File: src/rtl/fir_video_pkg.sv
// Shared constants, state encoding and saturating-counter helpers for the
// post-FIR video border mask.
package fir_video_pkg;

   localparam int H_ACTIVE_DEF = 1280;
   localparam int V_ACTIVE_DEF = 720;
   localparam int BORDER_DEF   = 2;
   localparam int PIX_W        = 8;
   localparam int X_W          = 11;
   localparam int Y_W          = 10;

   typedef enum logic {
      IDLE  = 1'b0,
      FRAME = 1'b1
   } state_t;

   function automatic logic [X_W-1:0] sat_inc_x(input logic [X_W-1:0] v);
      return (&v) ? v : v + X_W'(1);
   endfunction

   function automatic logic [Y_W-1:0] sat_inc_y(input logic [Y_W-1:0] v);
      return (&v) ? v : v + Y_W'(1);
   endfunction

endpackage

File: src/rtl/fir_border_mask_if.sv
// Pixel bus with its sync strobes; master drives, slave receives.
interface fir_border_mask_if;
   import fir_video_pkg::*;

   logic [PIX_W-1:0] r;
   logic [PIX_W-1:0] g;
   logic [PIX_W-1:0] b;
   logic             dv;
   logic             hs;
   logic             vs;

   modport master (output r, g, b, dv, hs, vs);
   modport slave  (input  r, g, b, dv, hs, vs);

endinterface

File: src/rtl/sync_edge_det.sv
// Keeps a one-cycle delayed copy of a strobe and flags its edges against
// the current sample, so edges are usable in the same cycle they arrive.
module sync_edge_det (
   input  logic clk,
   input  logic rst,
   input  logic sig,
   output logic rise,
   output logic fall
);

   logic sig_d;

   always_ff @(posedge clk) begin
      if (!rst) sig_d <= 1'b0;
      else      sig_d <= sig;
   end

   assign rise = sig & ~sig_d;
   assign fall = ~sig & sig_d;

endmodule

File: src/rtl/fir_border_mask.sv
// Replaces pixels in the invalid 5x5-window margin with a constant, tracks
// pixel position and flags malformed lines; one clock of latency throughout.
//
// state | meaning
// IDLE  | no frame start seen since reset; every pixel masked when enabled
// FRAME | inside a frame; position counters valid
module fir_border_mask
   import fir_video_pkg::*;
#(
   parameter int               H_ACTIVE   = H_ACTIVE_DEF,
   parameter int               V_ACTIVE   = V_ACTIVE_DEF,
   parameter int               BORDER     = BORDER_DEF,
   parameter logic [PIX_W-1:0] BORDER_VAL = 8'h00
) (
   input  logic               clk,
   input  logic               rst,
   fir_border_mask_if.slave   vid_in,
   fir_border_mask_if.master  vid_out,
   input  logic               mask_en,
   output logic [X_W-1:0]     x_index,
   output logic [Y_W-1:0]     y_index,
   output logic               frame_done,
   output logic               line_err
);

   state_t         state;
   state_t         state_nxt;
   logic [X_W-1:0] x_cnt;
   logic [Y_W-1:0] y_cnt;
   logic [X_W-1:0] x_cur;
   logic [Y_W-1:0] y_cur;
   logic           hs_rise, vs_rise, dv_fall;
   logic           hs_fall_unused, vs_fall_unused, dv_rise_unused;
   logic           masked;
   logic           line_bad;

   sync_edge_det u_hs_edge (.clk(clk), .rst(rst), .sig(vid_in.hs), .rise(hs_rise),        .fall(hs_fall_unused));
   sync_edge_det u_vs_edge (.clk(clk), .rst(rst), .sig(vid_in.vs), .rise(vs_rise),        .fall(vs_fall_unused));
   sync_edge_det u_dv_edge (.clk(clk), .rst(rst), .sig(vid_in.dv), .rise(dv_rise_unused), .fall(dv_fall));

   // Position of the pixel presented this cycle: a clearing edge makes it pixel 0.
   always_comb begin
      x_cur     = (vs_rise || hs_rise) ? '0 : x_cnt;
      y_cur     = vs_rise ? '0 : y_cnt;
      state_nxt = vs_rise ? FRAME : state;
      masked    = mask_en && ((state_nxt == IDLE)
                              || (int'(x_cur) <  BORDER)
                              || (int'(x_cur) >= H_ACTIVE - BORDER)
                              || (int'(y_cur) <  BORDER)
                              || (int'(y_cur) >= V_ACTIVE - BORDER));
      // x_cnt still holds the completed line's pixel count on the dv fall
      line_bad  = dv_fall && (state == FRAME) && (int'(x_cnt) != H_ACTIVE);
   end

   always_ff @(posedge clk) begin
      if (!rst) begin
         state       <= IDLE;
         x_cnt       <= '0;
         y_cnt       <= '0;
         vid_out.r   <= '0;
         vid_out.g   <= '0;
         vid_out.b   <= '0;
         vid_out.dv  <= 1'b0;
         vid_out.hs  <= 1'b0;
         vid_out.vs  <= 1'b0;
         x_index     <= '0;
         y_index     <= '0;
         frame_done  <= 1'b0;
         line_err    <= 1'b0;
      end else begin
         state      <= state_nxt;
         x_cnt      <= vid_in.dv ? sat_inc_x(x_cur) : x_cur;
         if (vs_rise)      y_cnt <= '0;
         else if (dv_fall) y_cnt <= sat_inc_y(y_cnt);

         vid_out.r  <= masked ? BORDER_VAL : vid_in.r;
         vid_out.g  <= masked ? BORDER_VAL : vid_in.g;
         vid_out.b  <= masked ? BORDER_VAL : vid_in.b;
         vid_out.dv <= vid_in.dv;
         vid_out.hs <= vid_in.hs;
         vid_out.vs <= vid_in.vs;
         x_index    <= x_cur;
         y_index    <= y_cur;
         frame_done <= vs_rise && (state == FRAME);

         if (line_bad)     line_err <= 1'b1;
         else if (vs_rise) line_err <= 1'b0;
      end
   end

endmodule

File: src/flat_wrapper.sv
// flat-port wrapper written by rule: the top's interface ports become plain ports
module fir_border_mask_flat import fir_video_pkg::*;
#(
   parameter int               H_ACTIVE   = H_ACTIVE_DEF,
   parameter int               V_ACTIVE   = V_ACTIVE_DEF,
   parameter int               BORDER     = BORDER_DEF,
   parameter logic [PIX_W-1:0] BORDER_VAL = 8'h00
)
  (clk, rst, mask_en, x_index, y_index, frame_done, line_err, vid_in_r, vid_in_g, vid_in_b, vid_in_dv, vid_in_hs, vid_in_vs, vid_out_r, vid_out_g, vid_out_b, vid_out_dv, vid_out_hs, vid_out_vs);
  fir_border_mask_if vid_in_i ();
  fir_border_mask_if vid_out_i ();
  input  logic clk;
  input  logic rst;
  input  logic mask_en;
  output logic [X_W-1:0] x_index;
  output logic [Y_W-1:0] y_index;
  output logic frame_done;
  output logic line_err;
  input wire logic [$bits(vid_in_i.r)-1:0] vid_in_r;
  input wire logic [$bits(vid_in_i.g)-1:0] vid_in_g;
  input wire logic [$bits(vid_in_i.b)-1:0] vid_in_b;
  input wire logic [$bits(vid_in_i.dv)-1:0] vid_in_dv;
  input wire logic [$bits(vid_in_i.hs)-1:0] vid_in_hs;
  input wire logic [$bits(vid_in_i.vs)-1:0] vid_in_vs;
  output wire logic [$bits(vid_out_i.r)-1:0] vid_out_r;
  output wire logic [$bits(vid_out_i.g)-1:0] vid_out_g;
  output wire logic [$bits(vid_out_i.b)-1:0] vid_out_b;
  output wire logic [$bits(vid_out_i.dv)-1:0] vid_out_dv;
  output wire logic [$bits(vid_out_i.hs)-1:0] vid_out_hs;
  output wire logic [$bits(vid_out_i.vs)-1:0] vid_out_vs;
  assign vid_in_i.r = vid_in_r;
  assign vid_in_i.g = vid_in_g;
  assign vid_in_i.b = vid_in_b;
  assign vid_in_i.dv = vid_in_dv;
  assign vid_in_i.hs = vid_in_hs;
  assign vid_in_i.vs = vid_in_vs;
  assign vid_out_r = vid_out_i.r;
  assign vid_out_g = vid_out_i.g;
  assign vid_out_b = vid_out_i.b;
  assign vid_out_dv = vid_out_i.dv;
  assign vid_out_hs = vid_out_i.hs;
  assign vid_out_vs = vid_out_i.vs;
  fir_border_mask #(.H_ACTIVE(H_ACTIVE), .V_ACTIVE(V_ACTIVE), .BORDER(BORDER), .BORDER_VAL(BORDER_VAL)) u_core (.clk(clk), .rst(rst), .vid_in(vid_in_i), .vid_out(vid_out_i), .mask_en(mask_en), .x_index(x_index), .y_index(y_index), .frame_done(frame_done), .line_err(line_err));
endmodule
File: config.mk
export PLATFORM = sky130hd
export DESIGN_NAME = fir_border_mask_flat
export DESIGN_NICKNAME = d
export VERILOG_FILES = /design/src/rtl/fir_video_pkg.sv /design/src/rtl/fir_border_mask_if.sv /design/src/rtl/sync_edge_det.sv /design/src/rtl/fir_border_mask.sv /design/src/flat_wrapper.sv
export SDC_FILE = /design/constraint.sdc
export NUM_CORES = 1
export LEC_CHECK = 0
export ABC_AREA = 1
export CORE_MARGIN = 3
export CORE_UTILIZATION = 45
export CTS_CLUSTER_DIAMETER = 60
export DETAILED_ROUTE_END_ITERATION = 10
export PLACE_DENSITY = 0.75
export SYNTH_ARGS = -nofsm -noshare
export SYNTH_HDL_FRONTEND = slang
export SYNTH_SLANG_ARGS = --single-unit
File: constraint.sdc
create_clock -name clk -period 2.4 [get_ports clk]
set_clock_uncertainty 0.15 [all_clocks]
set_input_delay 0.24 -clock clk [delete_from_list [all_inputs] [get_ports clk]]
set_output_delay 0.24 -clock clk [all_outputs]
set_load 0.02 [all_outputs]
# --- Yosys cells after proc, flatten, opt, wreduce, memory -nomap -nowiden ---
# Cells that the tools add are included.
totals:
  register_bits: 72
  output_inout_bits: 50
  wordCells: 51
classes:
  addsub: 2
  order_cmp: 4
  eq_ne: 1
  n_mux: 7
  bitwise: 9
  n_reduce_logical: 15
op_table:
  columns: ["operator", "n"]
  rows:
  - ["$mux W11", 3]
  - ["$add A11 B1 Y11 const B", 1]
  - ["$ge A11 B11 Y1 const B", 1]
  - ["$lt A11 B2 Y1 const B", 1]
  - ["$ne A11 B11 Y1 const B", 1]
  - ["$reduce_and A11 Y1", 1]
  - ["$add A10 B1 Y10 const B", 1]
  - ["$ge A10 B10 Y1 const B", 1]
  - ["$lt A10 B2 Y1 const B", 1]
  - ["$mux W10", 1]
  - ["$reduce_and A10 Y1", 1]
  - ["$not A1 Y1", 6]
  - ["$logic_or A1 B1 Y1", 5]
  - ["$logic_and A1 B1 Y1", 4]
  - ["$reduce_or A2 Y1", 2]
  - ["$and A1 B1 Y1", 3]
  - ["$mux W1", 3]
  - ["$reduce_and A2 Y1", 1]
  - ["$reduce_bool A2 Y1", 1]

# --- Longest topological paths before layout ---
logic_depth:
  word_depth: 11
  mapped_depth: 17
  depth_no_buf: 16

# --- Cells and area by module ---
# From an unflattened synthesis, not the netlist that was laid out.
unflattened:
  hier_cells: 382
  hier_area_um2: 2890.3
modules_own_cells:
  columns: ["mod", "instances", "cells_each", "area_per_inst_um2", "seq_area_each_um2"]
  rows:
  - ["fir_border_mask", 1, 361, 2755.1, 1441.4]
  - ["sync_edge_det", 3, 7, 45.0, 20.0]

# --- Worst setup path after synthesis ---
# Ideal clock, no wire load.
synth_path:
  path_type: "register -> register"
  startpoint: "register u_core.vid_out.hs (netlist name)"
  endpoint: "register u_core.vid_out.b[0]"
  arrival_ns: 1.807
  required_ns: 2.138
  path_slack_ns: 0.331
  path_stages_with_launch: 18
  path_buffers: 1
  synth_period_minus_slack_ns: 2.069
  cell_sequence: "dfxtp_1 inv_1 nand2_4 nand2_4 inv_4 nand2_1 inv_1 ha_1 inv_1 nor2_1 nand2_1 nand3_1 nand2_1 nand2_1 nand2_2 nand2_4 buf_12 nor2_4"
synth_lines:
  columns: ["item", "line", "text"]
  rows:
  - ["to (decl)", "fir_border_mask_if.sv:12", "modport master (output r, g, b, dv, hs, vs);"]

==> metrics.csv <==
metric,value,unit
syn_area,3040,um2
synthDistinctLibCells,33,
crit_fanout,3,
cts.sinks,72,
pwr-share-seq,48.8,%
grt_pass1_vias,2483,
powerDensity,602,nW/um2
design.core.area,6460,um2
viasPerCell,4.77,
rsz0062_at_grt,false,
cts_buffers,9,
track_usage,18.3,%
fin_tns_setup,0,ps
antenna_found_initial,0,
drt-total-wl,6870,um
intPower,0.00193,W
hold_viol,0,
dp_hpwl,5100,um
clk_pin_slew,80,ps
diodes,0,
leakagePower,1.75,nW
place.gp.congestion,0.968,
yosys_warnings,0,
switching_power,0.000593,W
synth_top_family_by_area,simple AND/OR/NAND/NOR gates,
worstMarginPinSlew,327,ps
cts-resized-gates,0,
peakVddDrop,405,uV
end_kind,flop,
placedCellCount,536,
period_share,85.3,%
synth-compound-area-share,6.54,%
min_period,2050,ps
synth_xor_area_share,1.15,%
grt_start_max_net_pins,20,
placed_cell_area,3980,um2
fp.dieH,88.2,um
final_cells,551,
h-tree-depth,3,
fmax,0.489,GHz
clockPowerShare,40.6,%
status,"finished, final reports clean",
syn_to_final_growth,37.5,%
drv_slew,0,
initial_core_util,47.1,%
nets,503,
ant_nets,0,
setup-violations-final,0,
ys_seq_elements,72,
cp-start-kind,flop,
synth-seq-area-share,47.4,%
cts_hold_buf,0,
postCtsSetupRepairBufs,0,
root_buffer,clkbuf_8,
critical_path_class,reg -> reg,
max-cap-violations,0,
drt_iter0_markers,100,
grt_overflow,0,
design_area,4180,um2
clock_latency,350,ps
maxSlewHeadroom,78.0,%
syn_inst,376,
clockBufferDepth,2,
wl_per_cell,12.5,um
drc_errors,0,
vias,2630,
grt_pass1_wl,11000,um
portBuffers,79,
cts_tree,done,
drive_gt1_share,14.1,%
crit_arrival,2180,ps
syn-num-nets,409,
synthSimpleGateAreaFrac,32.2,%
hold_class,in -> reg,
switching_share,23.5,%
die_x,88.2,um
synth_mux_area_share,0,%
num_io_pins,80,
pwr-share-comb,10.6,%
critPathRequiredTime,2540,ps
rows,29,
yosys.area_share.adder,1.23,%
avgSynthCellArea,8.09,um2
first_pass_iters,4,
dieArea,7780,um2
-- synthesized netlist by cell type --
cell / count / share of area [%]
dfxtp_1: 72 / 47
inv_1: 64 / 7.9
nand2_1: 57 / 7.0
nor2_1: 52 / 6.4
nor2_4: 20 / 7.4
nand3_1: 18 / 3.0
a21oi_1: 16 / 2.6
o21ai_0: 10 / 1.6
nand4_1: 9 / 1.9
nor3_1: 6 / 0.99
clkbuf_1: 5 / 0.62
clkinv_1: 4 / 0.49
nand2_4: 4 / 1.5
o21ai_1: 4 / 0.66
xor2_1: 4 / 1.2
ha_1: 3 / 1.2
inv_2: 3 / 0.37
nor2_2: 3 / 0.62
nor3_2: 3 / 0.99
o211ai_1: 3 / 0.74
buf_12: 2 / 1.3
nand2_2: 2 / 0.41
nor4_1: 2 / 0.41
and3_1: 1 / 0.21
buf_1: 1 / 0.12
buf_8: 1 / 0.49
inv_4: 1 / 0.21
nand3_2: 1 / 0.33
nand4_2: 1 / 0.41
nand4_4: 1 / 0.70
o211ai_2: 1 / 0.41
o21a_1: 1 / 0.25
o22ai_1: 1 / 0.21
-- power by group through the flow --
| stage | sequential [W] | combinational (W) | clock [W] |
|---|---|---|---|
| detailed placement | 0.00126 | 0.000266 | 0 |
| CTS | 0.00123 | 0.000268 | 0.00104 |
| floorplan | 0.00128 | 0.000116 | 0 |
| global placement | 0.00126 | 0.000262 | 0 |
| finish | 0.00123 | 0.000266 | 0.00102 |
| global route | 0.00123 | 0.000286 | 0.00109 |
-- registers in the layout (all words and copies together) (netlist names) --
register,count
u_core.x_index,11
u_core.y_cnt,10
u_core.vid_out.vs,1
u_core.x_cnt,11
u_core.state,1
u_core.y_index,10
u_core.vid_out.r,8
u_core.vid_out.b,8
u_core.frame_done,1
u_core.line_err,1
u_core.vid_out.hs,1
u_core.vid_out.g,8
u_core.vid_out.dv,1
-- routing by layer --
layer	wire, um	up-vias	global-route usage, %
met4	112	0	7.83
met3	403	16	5.96
li1	-	1345	-
met1	2860	1194	20.9
met2	3490	75	31.3
met5	0	-	0
-- metrics by stage --
step	setup slack (ps)	utilization, %	hold slack, ps	power (W)
floorplan	331	-	183	0.00140
global placement	72.1	61.5	306	0.00152
detailed placement	52.5	61.5	319	0.00152
CTS	366	64.8	244	0.00254
global route	136	64.8	241	0.00261
finish	354	64.8	260	0.00252
-- placed cells by master, fill, tap and decap left out, types with 3 or more instances in the layout --
cell type / n
inv_1: 64
nor3_1: 6
ha_1: 3
clkdlybuf4s50_1: 79
clkbuf_8: 9
o211ai_1: 3
nor2_1: 52
dfxtp_1: 72
xor2_1: 4
nor2_2: 3
nand3_1: 18
inv_2: 3
clkinv_1: 4
o21ai_0: 10
nor3_2: 3
o21ai_1: 4
nor2_4: 20
nand2_1: 57
nand4_1: 9
nand2_4: 4
a21oi_1: 16
buf_4: 11
-- critical path, stage by stage (launching register included) --
cell      delay (ps)
dfxtp_1          370
inv_2             50
nand2_4           60
nand2_4           70
nor2_1           160
buf_4            150
ha_1             170
inv_1             70
nor2_1           210
inv_1             70
nor2_1           160
nand3_1          100
nand2_1           70
clkinv_1          50
nor2_1            80
-- path summary, 6_finish.rpt --
path | startpoint | end | slack, ps | cells after the start
setup / recovery | u_core.vid_out.vs$_SDFF_PN0_ | u_core.x_cnt[6]$_SDFF_PN0_ | 350 | 14
setup reg to reg | u_core.vid_out.vs$_SDFF_PN0_ | u_core.x_cnt[6]$_SDFF_PN0_ | 350 | 14
hold / removal | vid_in_r[2] | u_core.vid_out.r[2]$_SDFF_PP0_ | 260 | 3
hold reg to reg | u_core.vid_out.vs$_SDFF_PN0_ | u_core.frame_done$_SDFF_PN0_ | 330 | 1
-- logic make-up (layout without fill, tap and decap cells) --
group | count (synthesis) | in the layout
compound gates | 36 | 36
xor+xnor | 4 | 4
fa+ha+maj | 3 | 3
buf+inv | 81 | 179
flops | 72 | 72
simple gates | 180 | 180
-- area by class of cell --
type / count / area, um2
fillers: 547 / 2270
flip-flops and latches: 72 / 1440
multi-input cells: 223 / 1250
repair buffers: 92 / 913
inverters: 72 / 273
clock buffers: 10 / 128
well taps: 77 / 96.3
clock inverters: 5 / 81.3
Power figures use the tool's default switching activity.
